[src/rtl/sevenseg_pkg.sv]
// Shared types and the hex glyph table for the seven-segment scan controller.
// Segment vectors are ordered {CA,CB,CC,CD,CE,CF,CG} and are active-low.
package sevenseg_pkg;

  typedef enum logic {
    BLANK = 1'b0,
    ON    = 1'b1
  } state_e;

  localparam logic [6:0] SEG_OFF = 7'h7F;

  function automatic logic [6:0] hex_to_seg(input logic [3:0] nibble);
    logic [6:0] seg;
    case (nibble)
      4'h0:    seg = 7'b0000001;
      4'h1:    seg = 7'b1001111;
      4'h2:    seg = 7'b0010010;
      4'h3:    seg = 7'b0000110;
      4'h4:    seg = 7'b1001100;
      4'h5:    seg = 7'b0100100;
      4'h6:    seg = 7'b0100000;
      4'h7:    seg = 7'b0001111;
      4'h8:    seg = 7'b0000000;
      4'h9:    seg = 7'b0000100;
      4'hA:    seg = 7'b0001000;
      4'hB:    seg = 7'b1100000;
      4'hC:    seg = 7'b0110001;
      4'hD:    seg = 7'b1000010;
      4'hE:    seg = 7'b0110000;
      default: seg = 7'b0111000;
    endcase
    return seg;
  endfunction

endpackage

[src/rtl/sevenseg_hex_decode.sv]
// Combinational hex nibble to active-low seven-segment glyph lookup.
module sevenseg_hex_decode
  import sevenseg_pkg::*;
(
  input  logic [3:0] i_nibble,
  output logic [6:0] o_seg
);

  assign o_seg = hex_to_seg(i_nibble);

endmodule

[src/rtl/sevenseg_scan_ctrl.sv]
// Time-multiplexed common-anode seven-segment scanner with frame-synchronous double buffering.
// Optional SEVENSEG_DIMMING_EN adds i_duty for per-frame PWM brightness within the ON phase.
module sevenseg_scan_ctrl
  import sevenseg_pkg::*;
#(
  parameter int unsigned NUM_DIGITS    = 8,
  parameter int unsigned CLK_FREQ_HZ   = 50_000_000,
  parameter int unsigned REFRESH_HZ    = 1000,
  parameter int unsigned BLANK_CYCLES  = 64,
  parameter bit          AN_ACTIVE_LOW = 1'b1
) (
  input  logic                    clk,
  input  logic                    rst,
  input  logic                    i_update,
  input  logic [4*NUM_DIGITS-1:0] i_value,
  input  logic [7*NUM_DIGITS-1:0] i_raw,
  input  logic                    i_raw_mode,
  input  logic [NUM_DIGITS-1:0]   i_dp,
  input  logic [NUM_DIGITS-1:0]   i_digit_en,
`ifdef SEVENSEG_DIMMING_EN
  input  logic [3:0]              i_duty,
`endif
  output logic [NUM_DIGITS-1:0]   o_an,
  output logic [6:0]              o_seg,
  output logic                    o_dp,
  output logic                    o_frame
);

  localparam int unsigned SLOT_CYCLES = CLK_FREQ_HZ / (REFRESH_HZ * NUM_DIGITS);
  localparam int unsigned CNT_W = (SLOT_CYCLES > 1) ? $clog2(SLOT_CYCLES) : 1;
  localparam int unsigned IDX_W = (NUM_DIGITS > 1) ? $clog2(NUM_DIGITS) : 1;
  localparam logic [CNT_W-1:0] CNT_LAST  = CNT_W'(SLOT_CYCLES - 1);
  localparam logic [CNT_W-1:0] CNT_BLANK = CNT_W'(BLANK_CYCLES);
  localparam logic [IDX_W-1:0] IDX_LAST  = IDX_W'(NUM_DIGITS - 1);
  localparam logic [NUM_DIGITS-1:0] AN_OFF = AN_ACTIVE_LOW ? '1 : '0;

  if (NUM_DIGITS < 1 || NUM_DIGITS > 16) begin : g_digits_chk
    $error("NUM_DIGITS must be in 1..16");
  end
  if (SLOT_CYCLES <= BLANK_CYCLES) begin : g_slot_chk
    $error("SLOT_CYCLES must exceed BLANK_CYCLES");
  end

  // Scan sequencer
  state_e           r_state, w_state_nxt;
  logic [CNT_W-1:0] r_cnt, w_cnt_nxt;
  logic [IDX_W-1:0] r_idx, w_idx_nxt;
  logic             w_slot_end, w_boundary;

  always_ff @(posedge clk or posedge rst) begin
    if (rst) begin
      r_state <= BLANK;
      r_cnt   <= '0;
      r_idx   <= '0;
    end else begin
      r_state <= w_state_nxt;
      r_cnt   <= w_cnt_nxt;
      r_idx   <= w_idx_nxt;
    end
  end

  always_comb begin
    w_slot_end  = (r_cnt == CNT_LAST);
    w_boundary  = w_slot_end && (r_idx == IDX_LAST);
    w_cnt_nxt   = r_cnt + 1'b1;
    w_idx_nxt   = r_idx;
    w_state_nxt = r_state;
    if (w_slot_end) begin
      w_cnt_nxt = '0;
      w_idx_nxt = w_boundary ? '0 : r_idx + 1'b1;
    end
    case (r_state)
      BLANK:   if (w_cnt_nxt >= CNT_BLANK) w_state_nxt = ON;
      ON:      if (w_cnt_nxt < CNT_BLANK) w_state_nxt = BLANK;
      default: w_state_nxt = BLANK;
    endcase
  end

  // Staging / active double buffer; active only changes at the frame boundary
  logic [4*NUM_DIGITS-1:0] r_stg_value, r_act_value;
  logic [7*NUM_DIGITS-1:0] r_stg_raw, r_act_raw;
  logic [NUM_DIGITS-1:0]   r_stg_dp, r_act_dp, r_stg_en, r_act_en;
  logic                    r_stg_raw_mode, r_act_raw_mode, r_pending;

  always_ff @(posedge clk or posedge rst) begin
    if (rst) begin
      r_stg_value    <= '0;
      r_stg_raw      <= '0;
      r_stg_dp       <= '0;
      r_stg_en       <= '0;
      r_stg_raw_mode <= 1'b0;
      r_act_value    <= '0;
      r_act_raw      <= '0;
      r_act_dp       <= '0;
      r_act_en       <= '0;
      r_act_raw_mode <= 1'b0;
      r_pending      <= 1'b0;
    end else begin
      if (w_boundary && r_pending) begin
        r_act_value    <= r_stg_value;
        r_act_raw      <= r_stg_raw;
        r_act_dp       <= r_stg_dp;
        r_act_en       <= r_stg_en;
        r_act_raw_mode <= r_stg_raw_mode;
      end
      if (w_boundary) r_pending <= 1'b0;
      // An update on the boundary lands in staging after the copy and stays pending
      if (i_update) begin
        r_stg_value    <= i_value;
        r_stg_raw      <= i_raw;
        r_stg_dp       <= i_dp;
        r_stg_en       <= i_digit_en;
        r_stg_raw_mode <= i_raw_mode;
        r_pending      <= 1'b1;
      end
    end
  end

  logic w_dim_on;

`ifdef SEVENSEG_DIMMING_EN
  localparam int unsigned SUB_CYCLES = (SLOT_CYCLES - BLANK_CYCLES) / 16;

  if (SLOT_CYCLES < BLANK_CYCLES + 16) begin : g_dim_chk
    $error("ON phase must be at least 16 cycles for dimming");
  end

  logic [3:0] r_duty;

  always_ff @(posedge clk or posedge rst) begin
    if (rst) r_duty <= 4'h0;
    else if (w_boundary) r_duty <= i_duty;
  end

  // Subslots 0..r_duty lit; full duty also covers any remainder cycles
  assign w_dim_on = (r_duty == 4'hF) ||
                    ((32'(r_cnt) - BLANK_CYCLES) < (32'(r_duty) + 1) * SUB_CYCLES);
`else
  assign w_dim_on = 1'b1;
`endif

  // Output datapath
  logic [3:0]            w_val_arr [NUM_DIGITS];
  logic [6:0]            w_raw_arr [NUM_DIGITS];
  logic [3:0]            w_nibble;
  logic [6:0]            w_hex_seg;
  logic                  w_lit;
  logic [NUM_DIGITS-1:0] w_onehot, w_an_nxt;
  logic [6:0]            w_seg_nxt;
  logic                  w_dp_nxt;

  for (genvar g = 0; g < NUM_DIGITS; g++) begin : g_unpack
    assign w_val_arr[g] = r_act_value[4*g +: 4];
    assign w_raw_arr[g] = r_act_raw[7*g +: 7];
  end

  assign w_nibble = w_val_arr[r_idx];

  sevenseg_hex_decode u_hex_decode (
    .i_nibble (w_nibble),
    .o_seg    (w_hex_seg)
  );

  always_comb begin
    w_lit     = (r_state == ON) && r_act_en[r_idx] && w_dim_on;
    w_onehot  = NUM_DIGITS'(1) << r_idx;
    w_an_nxt  = AN_OFF;
    w_seg_nxt = SEG_OFF;
    w_dp_nxt  = 1'b1;
    if (w_lit) begin
      w_an_nxt  = AN_ACTIVE_LOW ? ~w_onehot : w_onehot;
      w_seg_nxt = r_act_raw_mode ? w_raw_arr[r_idx] : w_hex_seg;
      w_dp_nxt  = ~r_act_dp[r_idx];
    end
  end

  logic [NUM_DIGITS-1:0] r_an;
  logic [6:0]            r_seg;
  logic                  r_dp, r_frame;

  always_ff @(posedge clk or posedge rst) begin
    if (rst) begin
      r_an    <= AN_OFF;
      r_seg   <= SEG_OFF;
      r_dp    <= 1'b1;
      r_frame <= 1'b0;
    end else begin
      r_an    <= w_an_nxt;
      r_seg   <= w_seg_nxt;
      r_dp    <= w_dp_nxt;
      r_frame <= w_boundary;
    end
  end

  assign o_an    = r_an;
  assign o_seg   = r_seg;
  assign o_dp    = r_dp;
  assign o_frame = r_frame;

endmodule

[config.mk]
export PLATFORM = sky130hd
export DESIGN_NAME = sevenseg_scan_ctrl
export DESIGN_NICKNAME = d
export VERILOG_FILES = /design/src/rtl/sevenseg_pkg.sv /design/src/rtl/sevenseg_hex_decode.sv /design/src/rtl/sevenseg_scan_ctrl.sv
export SDC_FILE = /design/constraint.sdc
export NUM_CORES = 1
export LEC_CHECK = 0
export BUFFER_PORTS_ARGS = -buffer_cell sky130_fd_sc_hd__buf_2
export CAP_MARGIN = 10
export CORE_ASPECT_RATIO = 0.6
export CORE_UTILIZATION = 50
export DETAILED_ROUTE_END_ITERATION = 10
export PLACE_DENSITY = 0.79
export REMOVE_ABC_BUFFERS = 1
export SETUP_SLACK_MARGIN = 0.4
export SLEW_MARGIN = 20
export SYNTH_ARGS = -nofsm -noshare
export SYNTH_HDL_FRONTEND = slang
export SYNTH_SLANG_ARGS = --single-unit
export TNS_END_PERCENT = 30
[constraint.sdc]
create_clock -name clk -period 10.6 [get_ports clk]
set_clock_uncertainty 0.15 [all_clocks]
set_input_delay 2.12 -clock clk [delete_from_list [all_inputs] [get_ports clk]]
set_output_delay 2.12 -clock clk [all_outputs]
set_load 0.03 [all_outputs]
Yosys cells after proc, flatten, opt, wreduce, memory -nomap -nowiden
Memories as Yosys holds them, arrays and structs flattened.
Cells that the tools add are included.
- add/subtract/negate cells: 2
- bitwise gates (word level): 4
- equality and inequality tests: 2
- div/mod/pow operators: 0
- muxes and demuxes: 21
- multipliers: 0
- shifts and indexed selects: 1
- magnitude comparators: 4
- reductions and logical operators: 4
- operators with widths (cell ; number):
    7-bit 2-to-1 mux ; 4
    7-bit binary-select mux with 3-bit select ; 1
    13-bit by 1-bit adder with 13-bit output (second input constant) ; 1
    13-bit equality test (second input constant) ; 1
    13-bit by 7-bit >= comparator with 1-bit output (second input constant) ; 1
    13-bit by 7-bit less-than comparator with 1-bit output (second input constant) ; 1
    13-bit 2-to-1 mux ; 1
    4-bit binary-select mux with 3-bit select ; 1
    4-bit 2-to-1 mux ; 2
    8-bit 2-to-1 mux ; 1
    8-bit inverter ; 1
    1-bit by 3-bit left shift with 8-bit output (first input constant) ; 1
    1-bit 2-to-1 mux ; 7
    1-bit binary-select mux with 3-bit select ; 2
    4-bit >= comparator (second input constant) ; 1
    3-bit by 4-bit less-than comparator with 1-bit output (second input constant) ; 1
    3-bit inverter with 4-bit output ; 1
    3-bit by 1-bit adder with 3-bit output (second input constant) ; 1
    3-bit equality test (second input constant) ; 1
    1-bit logical AND ; 3
    3-bit 2-to-1 mux ; 1
    1-bit inverter ; 2
    1-bit one-hot mux with 2 select lines ; 1
    2-bit nonzero test ; 1
- memories kept: 1
- latch bits: 0
- input port bits: 108
- RAM bits: 0
- ROM bits: 112
- bits in registers: 245
- memories (memory ; words ; width ; read ports ; clocked after memory_dff ; wr ports ; line ; RTL):
    (no name shown) ; 16 ; 7 ; 1 ; 0 ; 0 ; sevenseg_pkg.sv:14 ; case (nibble)

Longest topological paths before layout
An unclocked memory read counts as a cell.
- depth after elaboration: 7
- mapped depth: 9
- mapped depth without buffers: 8

Modules after synthesis
From an unflattened synthesis, not the netlist that was laid out.
- cells, all modules: 690
- area, all modules: 10386.2 um^2
- by module, submodules not included (module ; sequential area each (um^2) ; cells an instance ; times used ; area an instance (um^2)):
    sevenseg_scan_ctrl ; 6150.9 ; 658 ; 1 ; 10110.9
    sevenseg_hex_decode ; 0.0 ; 32 ; 1 ; 275.3

Worst setup path before layout
Ideal clock, no wire load.
- kind: input -> register
- start: input i_update
- end: register r_stg_raw[10]
- slack: 6975 ps
- cell stages on the path: 4
- arrival: 3350 ps
- cells stage by stage: clkbuf_1 > clkbuf_1 > clkbuf_1 > mux2_2
- RTL lines (what ; line ; RTL):
    start, declared ; sevenseg_scan_ctrl.sv:14 ; input logic i_update,
    end signal, assigned ; sevenseg_scan_ctrl.sv:110 ; r_stg_raw <= i_raw;
    end, declared ; sevenseg_scan_ctrl.sv:81 ; logic [7*NUM_DIGITS-1:0] r_stg_raw, r_act_raw;
No word-level cell between the ends.

Final worst setup path
- start: register r_idx[1]
- end: register r_act_raw[23]
- cells in the longest elaborated chain, start to end: 3
- RTL lines (what ; line ; RTL):
    start, declared ; sevenseg_scan_ctrl.sv:47 ; logic [IDX_W-1:0] r_idx, w_idx_nxt;
    start signal, assigned ; sevenseg_scan_ctrl.sv:58 ; r_idx <= w_idx_nxt;
    3-bit equality test ; sevenseg_scan_ctrl.sv:64 ; w_boundary = w_slot_end && (r_idx == IDX_LAST);
    1-bit logical AND ; sevenseg_scan_ctrl.sv:64 ;
    1-bit logical AND ; sevenseg_scan_ctrl.sv:99 ; if (w_boundary && r_pending) begin
    end signal, assigned ; sevenseg_scan_ctrl.sv:101 ; r_act_raw <= r_stg_raw;
    end, declared ; sevenseg_scan_ctrl.sv:81 ;
No other way between the ends.
A chain may end at the register's enable or synchronous reset.

==> impl_metrics.yaml <==
sta:
  relSlewSlack_pct: 26.05
  fin_crit_sh_pct: 34.33
  setup_viol: 0
  setup_tns_ns: 0
  max_slew.worst_pin.slew_ns: 1.078
  hold_violations: 0
  fin_crit_ns: 3.638
  slew_viol_final: 0
  grt_setup_unrepaired: "no"
  max_freq_mhz: 274.8
  timing.final.ws_setup_ns: 6.962
clock_network:
  clkSinkCount: 245
  cts-buffers-inserted: 22
  ctsHoldBuffers: 0
  root_buffer: "clkbuf_16"
  cts_tree: "yes"
  cts_setup_buffers: 0
  cts.clk_slew.worst_paths_ns: 0.06
  cts_buffer_depth: 3
  clk_latency_ns: 0.50
  cts_max_level: 1
  cts_resized: 0
critical_path:
  cp_cell_sequence: "ha_1 > ha_1 > nand3_4 > buf_4 > mux2_4"
  path_class: "flip-flop to flip-flop"
  startpoint_type: "flip-flop"
  end_kind: "flip-flop"
  required_ns: 10.83
  slowest_stage: "dfrtp_2"
  critPathMaxStageDelay_ns: 0.88
  cp_common_cell: "ha_1"
  critical_path.max_fanout: 59
  cp.arrival_ns: 3.87
power:
  leakage_nw: 5.801
  p_per_area_nw_per_um2: 153.3
  ir_drop_mv: 0.1224
place:
  place_area_um2: 11390
  port_buffers: 124
  dp.cells: 1049
  hpwl_mm: 13.40
  place.gp.congestion: 0.8401
  dp_slack_ns: 6.516
floorplanning:
  die_h_um: 114.6
  floorplan.initialDensity_pct: 51.86
  num_rows: 40
  core_area_um2: 20370
  ioPinCount: 125
  die_area_um2: 21730
  die_x_um: 189.7
routing:
  route.detailed.drc: 0
  vias: 5933
  postRouteAntennaNets: 0
  wl_mm: 20.35
  drtPass1Iterations: 4
  dr.first_iter.drc_count: 411
  avgRoutedWirePerCell_um: 18.67
  avgViaCountPerCell: 5.443
synth:
  ys_seq_area_share_pct: 58.23
  ys_types: 47
  synth_area_um2: 10560
  syn_area_per_cell_um2: 15.47
  synthDominantCellAreaShare_pct: 54.25
  yosys_warnings: 0
  synthFlopType: "dfrtp_1"
  yosys.area.top_type: "dfrtp_1"
  syn_inst: 683
  synthTopCellsByArea: "dfrtp_1 (54%), mux2_2 (17%), mux2_4 (7.1%)"
  synth_seq_cells: 245
  async_flop_share_pct: 100.0
  synth-edff-count: 0
finish:
  finish.utilization_pct: 59.37
  final_common_cell: "dfrtp_1"
  seq_area_um2: 6153
  stdcell_area_um2: 12090
  syn2layout_area_growth_pct: 14.47
  final_nets: 922
  multi_input_area_um2: 4183
  mostFrequentLayoutCells: "dfrtp_1 (227), mux2_2 (163), buf_2 (123), mux2_4 (50), nand2_1 (33)"
  fillers: 1581
  layout-drive-gt1-share_pct: 52.21
  stdcell_count: 1090
global_route:
  grt_max_degree: 96
  antenna_found_initial: 3
  grt_pass1_vias: 6011
  grt_overflow: 0
  track_usage_pct: 19.82
  grt_pass1_wl_mm: 33.40
min_path:
  hold_class: "flip-flop to flip-flop"
status:
  status: "complete, no violations"
run:
  cap_violations: 0
per-stage QoR:
| stage | total power [W] | hold slack [ns] |
|---|---|---|
| after floorplan | 0.001063 | 0.3243 |
| after global placement | 0.001107 | 0.3324 |
| after detailed placement | 0.001111 | 0.3381 |
| after CTS | 0.001876 | 0.3525 |
| after global routing | 0.001929 | 0.3663 |
| final | 0.001853 | 0.3493 |
worst paths after layout:
| kind | start | endpoint | slack (ns) | depth (start not counted) |
|---|---|---|---|---|
| setup reg to reg | r_idx[1] | r_act_raw[23] | 6.96 | 5 |
| max in group asynchronous | rst | r_act_value[18] | 7.44 | 3 |
| hold reg to reg | r_stg_dp[6] | r_act_dp[6] | 0.35 | 1 |
| setup / recovery | r_idx[1] | r_act_raw[23] | 6.96 | 5 |
| hold / removal | r_stg_dp[6] | r_act_dp[6] | 0.35 | 1 |
| min in group asynchronous | rst | r_stg_raw[39] | 1.56 | 2 |
metal layers:
| layer | wire [um] | share of wire, % | global-route usage [%] | vias up |
|---|---|---|---|---|
| met2 | 8503 | 42 | 28.50 | 169 |
| li1 | - | - | - | 2676 |
| met5 | 26 | 0.13 | 0 | - |
| met3 | 1433 | 7.0 | 3.892 | 35 |
| met4 | 341 | 1.7 | 3.710 | 4 |
| met1 | 10050 | 49 | 31.26 | 3049 |
power breakdown:
group          internal [W]  total [W]  switching (W)
clock              0.000428   0.000760       0.000332
combinational     0.0000513  0.0000934      0.0000421
sequential         0.000975    0.00100      0.0000246
cell families after synthesis:
group / Yosys count / synth area share, %
multiplexers: 247 / 30.78
flip-flops: 245 / 58.23
AND/OR/NAND/NOR: 91 / 4.477
buffers and inverters: 48 / 2.250
AO/OA/AOI/OAI: 27 / 1.694
adder cells (fa/ha/maj): 14 / 1.658
XOR/XNOR: 11 / 0.9120
worst max-delay path: cells and delay by family, from the launching register on:
kind | cells | cell delay, ns
and+or+nand+nor | 1 | 0.68
adders and majority gates | 2 | 0.63
buffers and inverters | 1 | 0.68
DFF | 1 | 0.88
muxes | 1 | 0.41
synth_stat cells (2+ instances only):
cell type,count
a2111oi_0,4
a21oi_1,6
a22oi_1,2
a31oi_1,3
and2_0,2
and2_1,4
and3_1,6
buf_1,4
buf_2,7
buf_6,6
clkbuf_1,19
dfrtp_1,229
dfstp_2,16
ha_1,14
inv_1,10
mux2_2,163
mux2_4,50
mux2i_1,8
mux4_2,26
nand2_1,33
nand2b_1,2
nand3_1,8
nand4_1,3
nor2_1,15
nor2b_1,2
nor3_1,2
nor4_1,3
o21ai_0,7
or3_1,2
xnor2_1,4
xor2_1,7
state kept, by name, summed over array words and instances (netlist names), 3 cells and up:
register and flops:
o_an 8, r_stg_en 8, r_act_raw 56, r_act_en 8, o_seg 7, r_stg_value 32, r_idx 3, r_cnt 13
r_act_value 32, r_stg_raw 56, r_act_dp 8, r_stg_dp 8
layout make-up:
type	count	share of cell area (%)
clock inverter	5	0.2276
timing repair buffer	130	5.587
sequential	245	50.88
tap	273	2.825
multi-input combinational	390	34.59
antenna	1	0.02069
clock buffer	35	5.463
inverter	11	0.4035
Note: power is estimated with default switching activity, not from simulation.
